===== config.mk =====
export PLATFORM = sky130hd
export DESIGN_NAME = digit_scan_mux_flat
export DESIGN_NICKNAME = d
export VERILOG_FILES = /design/src/rtl/digit_scan_mux_pkg.sv /design/src/rtl/digit_scan_mux_if.sv /design/src/rtl/digit_scan_mux_scan_prescaler.sv /design/src/rtl/digit_scan_mux.sv /design/src/flat_wrapper.sv
export SDC_FILE = /design/constraint.sdc
export NUM_CORES = 1
export LEC_CHECK = 0
export ABC_AREA = 1
export BUFFER_PORTS_ARGS = -buffer_cell sky130_fd_sc_hd__buf_2
export CORE_MARGIN = 4
export CORE_UTILIZATION = 55
export DETAILED_ROUTE_END_ITERATION = 8
export PLACE_DENSITY_LB_ADDON = 0.25
export SYNTH_ARGS = -nofsm -noshare
export SYNTH_HDL_FRONTEND = slang
export SYNTH_SLANG_ARGS = --single-unit

===== constraint.sdc =====
create_clock -name clk -period 1.8 [get_ports clk]
set_input_delay 0.36 -clock clk [delete_from_list [all_inputs] [get_ports clk]]
set_output_delay 0.36 -clock clk [all_outputs]
set_load 0.005 [all_outputs]

===== src/rtl/digit_scan_mux_pkg.sv =====
// Shared display definitions: board-clock timing defaults and the one-hot
// select decode used by the digit scanner.
package digit_scan_mux_pkg;

  // Slot length for the 100 MHz board clock: 100000 cycles = 1 ms per digit.
  localparam int DEFAULT_DIV   = 100000;
  // Dead time at the start of each slot so the previous anode fully turns off.
  localparam int DEFAULT_GUARD = 16;

  // Widest select vector the decode helper can produce.
  localparam int ONEHOT_W = 32;

  // One-hot decode of idx over a select vector of 'digits' lines; an index
  // outside the vector gives all-zero (nothing selected).
  function automatic logic [ONEHOT_W-1:0] onehot(input int idx, input int digits);
    if (idx >= 0 && idx < digits && idx < ONEHOT_W) onehot = ONEHOT_W'(1) << idx;
    else                                            onehot = '0;
  endfunction

endpackage


===== src/rtl/digit_scan_mux_if.sv =====
// Bus between the value/formatting logic (master) and the digit scanner
// (slave): packed digit word and blanking in, select/digit/frame pulse out.
interface digit_scan_mux_if #(
  parameter int DIGITS = 4,
  parameter int DW     = 4
);

  logic                        en;
  logic [DIGITS*DW-1:0]        data;
  logic [DIGITS-1:0]           blank_mask;
  logic [DIGITS-1:0]           sel;
  logic [DW-1:0]               digit;
  logic [$clog2(DIGITS)-1:0]   digit_idx;
  logic                        frame_done;

  modport master (
    output en, data, blank_mask,
    input  sel, digit, digit_idx, frame_done
  );

  modport slave (
    input  en, data, blank_mask,
    output sel, digit, digit_idx, frame_done
  );

endinterface


===== src/rtl/digit_scan_mux_scan_prescaler.sv =====
// Slot-rate prescaler: counts 0..DIV-1 while enabled and flags the last
// cycle of each slot. Held at zero while disabled.
module scan_prescaler
  import digit_scan_mux_pkg::*;
#(
  parameter int DIV = DEFAULT_DIV,
  parameter int CW  = $clog2(DIV)
) (
  input  logic          clk,
  input  logic          rst,
  input  logic          en,
  output logic [CW-1:0] cnt,
  output logic          tick
);

  // Explicit terminal compare so non-power-of-2 slot lengths wrap correctly.
  localparam logic [CW-1:0] LAST_CNT = CW'(DIV - 1);

  // Slot cycle counter: clear on reset or disable, wrap at DIV-1.
  // NOTE: registers are written with non-blocking '<=' so every flop in the design samples pre-edge values.
  always_ff @(posedge clk) begin
    if (rst || !en)           cnt <= '0;
    else if (cnt == LAST_CNT) cnt <= '0;
    else                      cnt <= cnt + 1'b1;
  end

  assign tick = (cnt == LAST_CNT);

endmodule


===== src/rtl/digit_scan_mux.sv =====
// Time-multiplexed digit scanner. Snapshots the packed digit word at each
// frame wrap (or continuously while idle), steps a one-hot select across the
// digits once per slot with a guard interval at the start of every slot, and
// presents the selected field on the shared digit bus. All outputs are
// registered from the pre-edge slot position and snapshot.
module digit_scan_mux
  import digit_scan_mux_pkg::*;
#(
  parameter int DIGITS = 4,
  parameter int DW     = 4,
  parameter int DIV    = DEFAULT_DIV,
  parameter int GUARD  = DEFAULT_GUARD
) (
  input  logic            clk,
  input  logic            rst,
  digit_scan_mux_if.slave io
);

  localparam int CW = $clog2(DIV);
  localparam int IW = $clog2(DIGITS);

  localparam logic [IW-1:0] LAST_IDX  = IW'(DIGITS - 1);
  localparam logic [CW-1:0] GUARD_CNT = CW'(GUARD);

  logic [CW-1:0]        cnt;
  logic                 tick;
  logic [IW-1:0]        idx;
  logic                 run;
  logic [DIGITS*DW-1:0] snap_data;
  logic [DIGITS-1:0]    snap_mask;
  logic                 wrap;
  logic                 in_guard;
  logic [DW-1:0]        field;

  scan_prescaler #(
    .DIV (DIV),
    .CW  (CW)
  ) u_prescaler (
    .clk  (clk),
    .rst  (rst),
    .en   (io.en),
    .cnt  (cnt),
    .tick (tick)
  );

  // Frame wrap, guard window and the field addressed by the current slot.
  // NOTE: combinational logic uses blocking '=' and assigns every signal on every path, so no latch is inferred.
  always_comb begin
    wrap     = tick && (idx == LAST_IDX);
    in_guard = (cnt < GUARD_CNT);
    field    = DW'(snap_data >> (idx * DW));
  end

  // Slot index, snapshot capture and the scan-active flag. 'run' remembers
  // whether the previous cycle was scanning, so the outputs lag a falling
  // enable by one cycle like every other registered decode.
  always_ff @(posedge clk) begin
    if (rst) begin
      idx       <= '0;
      run       <= 1'b0;
      snap_data <= '0;
      snap_mask <= '0;
    end else if (!io.en) begin
      idx       <= '0;
      run       <= 1'b0;
      snap_data <= io.data;
      snap_mask <= io.blank_mask;
    end else begin
      run <= 1'b1;
      if (tick) idx <= (idx == LAST_IDX) ? '0 : idx + 1'b1;
      // Inputs are taken only at the frame boundary so a frame never tears.
      if (wrap) begin
        snap_data <= io.data;
        snap_mask <= io.blank_mask;
      end
    end
  end

  // Registered output decode from the pre-edge slot position and snapshot.
  always_ff @(posedge clk) begin
    if (rst) begin
      io.sel        <= '0;
      io.digit      <= '0;
      io.digit_idx  <= '0;
      io.frame_done <= 1'b0;
    end else begin
      io.digit_idx  <= idx;
      io.frame_done <= io.en && wrap;
      if (run && !snap_mask[idx]) begin
        io.digit <= field;
        io.sel   <= in_guard ? '0 : DIGITS'(onehot(int'(idx), DIGITS));
      end else begin
        io.digit <= '0;
        io.sel   <= '0;
      end
    end
  end

endmodule


===== src/flat_wrapper.sv =====
// flat-port wrapper written by rule: the top's interface ports become plain ports
module digit_scan_mux_flat import digit_scan_mux_pkg::*;
#(
  parameter int DIGITS = 4,
  parameter int DW     = 4,
  parameter int DIV    = DEFAULT_DIV,
  parameter int GUARD  = DEFAULT_GUARD
)
  (clk, rst, io_en, io_data, io_blank_mask, io_sel, io_digit, io_digit_idx, io_frame_done);
  digit_scan_mux_if #(.DIGITS(DIGITS), .DW(DW)) io_i ();
  input  logic clk;
  input  logic rst;
  input wire logic [$bits(io_i.en)-1:0] io_en;
  input wire logic [$bits(io_i.data)-1:0] io_data;
  input wire logic [$bits(io_i.blank_mask)-1:0] io_blank_mask;
  output wire logic [$bits(io_i.sel)-1:0] io_sel;
  output wire logic [$bits(io_i.digit)-1:0] io_digit;
  output wire logic [$bits(io_i.digit_idx)-1:0] io_digit_idx;
  output wire logic [$bits(io_i.frame_done)-1:0] io_frame_done;
  assign io_i.en = io_en;
  assign io_i.data = io_data;
  assign io_i.blank_mask = io_blank_mask;
  assign io_sel = io_i.sel;
  assign io_digit = io_i.digit;
  assign io_digit_idx = io_i.digit_idx;
  assign io_frame_done = io_i.frame_done;
  digit_scan_mux #(.DIGITS(DIGITS), .DW(DW), .DIV(DIV), .GUARD(GUARD)) u_core (.clk(clk), .rst(rst), .io(io_i));
endmodule

==> results.md <==
* Int Power at between 1500 and 2000 uW
* Pre-CTS setup slack at 0.213 ns
* Detail Route Antenna Nets at 0
* Peak VDD IR at 0.000531 V
* Routability cong. at between 0.9 and 1
* Wire length of the first global-routing pass at 8240 um
* Initial core utilization at 0.580
* DRT iter0 DRCs at approximately 180
* Final Setup Violations at 0
* Register area share after synthesis at 0.431
* Post-CTS Setup Bufs at 0
* Worst endpoint data arrival time at about 1.8 ns
* Pleak at approximately 0.0012 uW
* Core area at slightly above 4000 um2
* Sink Count at between 50 and 60
* Die Wd at 73.6 um
* Pwr/cell area at around 730 nW/um2
* Fin. Hold Viols at 0
* Site row count at 23
* Capturing point of the worst reg2reg path: u_core.snap_data[0]
* RSZ-0062 raised after global routing: false
* CTS clk-pin slew, worst paths at around 0.09 ns
* # H-tree levels at 2
* Netlist cell types at 25
* Worst skew pair latency at around 0.30 ns
* R2R Setup Slk at about 0.22 ns
* Post-CTS sizing at 0
* Most frequent cells in the layout: nand2_1, dfxtp_1, nor2_1
* Number of detailed-route iterations in the first pass at 4
* Reg power frac at 0.595
* Initial antenna violation count at 0
* Peak Freq at around 630 MHz
* Inserted Clock Buffers at 5
* Worst hold path depth at 3
* Hold Startpoint: io_data[12]
* Switch share at 0.226
* Fillers at 350
* Critical path capture point type: flip-flop
* DP HPWL at about 3600 um
* Least-Margin Pin Slew at approximately 0.42 ns
* Proportion of layout cells with a drive suffix above 1 at 0.187
* Number of global-route vias before repair at ~1900
* Commonest non-fill, non-tap cell in the layout: nand2_1
* Residual DRC at 0
* Setup TNS at 0 ns
* Global Route Usage Sum at 0.193
* WL/cell at 12.0 um
* CP Max Fanout at 17
* Max Cap Viol at 0
* Worst R2R Start: u_core.u_prescaler.cnt[0]
* Comb power frac at 0.077
* Reg2reg path depth at 10
* Clock Skew at 0.00867 ns
* Worst EP required at 2.04 ns
* Synth warn at 0
* Die Ht at 73.6 um
* Clock share of power at 0.328
* Post-synthesis sequential element count at just over 50
* Syn Nets at around 350
* Class of the most critical setup path: reg2reg
* # nets final at 389
* Status: completed
* Num ports at 34
* # diodes at 0
* Worst Hold End: u_core.snap_data[12]
* Worst setup margin at between 0.2 and 0.25 ns
* Vias at between 2000 and 2500
* Syn Inst Count at roughly 330
* CTS tree: yes
* Drt total wl at 4970 um
* Net Sw Power at 446 uW
* Final period util at 0.880
* Syn avg cell area at just over 7 um2
* Min-delay worst type: in2reg
* Area Growth Syn to Fin at 14.0%
* Total power at roughly 2000 uW
* Pin count of the biggest net entering global routing at 35
* Fin crit period at about 1.6 ns
* # port buffers at 33
* Clock Path Buffers at 2
* Synthesized area at roughly 2400 um2
* Slew Limit Fails at 0
* Startpoint class of the critical path: flip-flop
* Total gr overflow at 0
* Post-route cell area at between 2000 and 3000 um2
* Slew HR at 0.718
* Hold buffers post-CTS at 0
* Die area at about 5400 um2
* Area post-placement at roughly 2600 um2
* Root Buffer Master: clkbuf_8
* Via/cell ratio at 5.01
per-layer routing:
metal / track usage / up-vias / part of all wire
met5: 0 / - / 0
met3: 0.0492 / 4 / 0.072
met1: 0.266 / 913 / 0.48
li1: - / 1101 / -
met2: 0.293 / 56 / 0.44
met4: 0.0664 / 0 / 0.0097
worst max-delay path by stage:
stage,startpoint,endpoint,slack (ns),cells past startpoint
final,u_core.u_prescaler.cnt[0],u_core.snap_data[0],0.22,10
after global routing,u_core.u_prescaler.cnt[0],u_core.u_prescaler.cnt[16],0.03,10
after CTS,u_core.u_prescaler.cnt[0],u_core.snap_data[7],0.19,9
after detailed placement,u_core.u_prescaler.cnt[0],u_core.snap_data[10],0.21,9
after global placement,u_core.u_prescaler.cnt[0],u_core.snap_data[12],0.28,9
after floorplan,u_core.u_prescaler.cnt[0],u_core.snap_mask[3],0.42,9
registers in the layout (all words and copies together) (netlist names):
signal,flops
u_core.snap_mask,4
u_core.idx,2
u_core.u_prescaler.cnt,17
u_core.io.digit,4
u_core.snap_data,16
u_core.io.digit_idx,2
u_core.io.sel,4
u_core.io.frame_done,1
u_core.run,1
critical path, stage by stage, from the launching register on:
cell,delay [ns]
dfxtp_1,0.36
ha_1,0.18
nand2_1,0.10
inv_2,0.07
nand2_2,0.08
nor2_4,0.16
nand3_4,0.13
clkbuf_16,0.21
nand3_1,0.08
nand2_1,0.06
nor2_1,0.10
power groups by stage:
stage	sequential, uW	clock [uW]	combinational, uW
3_5_place_dp	1200	0	151
2_1_floorplan	1200	0	110
4_1_cts	1180	664	152
5_1_grt	1180	710	178
3_3_place_gp	1200	0	148
6_report	1180	648	152
cell families (layout without fill, tap and decap cells):
kind of cell,count (synthesis),in the layout,share of synthesized area
AND/OR/NAND/NOR,156,156,0.306
buffers and inverters,60,97,0.119
AO/OA/AOI/OAI,51,51,0.108
flip-flops,51,51,0.431
XOR/XNOR,7,7,0.0259
adder cells (fa/ha/maj),2,2,0.0106
area by class of cell:
class | instances | area (um2) | area share
Multi-Input combinational cell | 216 | 1070 | 0.395
Clock inverter | 1 | 5.00 | 0.00185
Timing Repair Buffer | 44 | 290 | 0.107
Clock buffer | 6 | 82.6 | 0.0306
Sequential cell | 51 | 1020 | 0.378
Inverter | 46 | 173 | 0.0639
Tap cell | 50 | 62.6 | 0.0232
synthesized netlist by cell type:
library cell,count,share of area
nand2_2,2,0.0053
dfxtp_1,51,0.43
xnor2_1,1,0.0037
a31oi_1,1,0.0026
a21oi_1,38,0.080
nor3_1,5,0.011
nor2_4,1,0.0048
xor2_1,6,0.022
ha_1,2,0.011
nand3_2,6,0.025
nor2_1,50,0.079
nand4_1,3,0.0079
nand3_1,25,0.053
clkbuf_1,6,0.0095
nand3_4,1,0.0074
buf_4,1,0.0032
inv_1,43,0.068
inv_2,3,0.0048
nor3b_1,1,0.0032
nor2_2,1,0.0026
nor3_2,3,0.013
nand2_1,56,0.089
buf_6,7,0.033
or2_0,2,0.0053
o21ai_0,12,0.025
metrics by stage:
stage / utilization / hold WS (ns) / instances
2_1_floorplan: - / 0.417 / 327
3_3_place_gp: 0.629 / 0.427 / 405
3_5_place_dp: 0.629 / 0.439 / 405
4_1_cts: 0.650 / 0.268 / 412
5_1_grt: 0.661 / 0.279 / 414
6_report: 0.661 / 0.271 / 414
No activity file was read; power rests on OpenSTA's default activity.
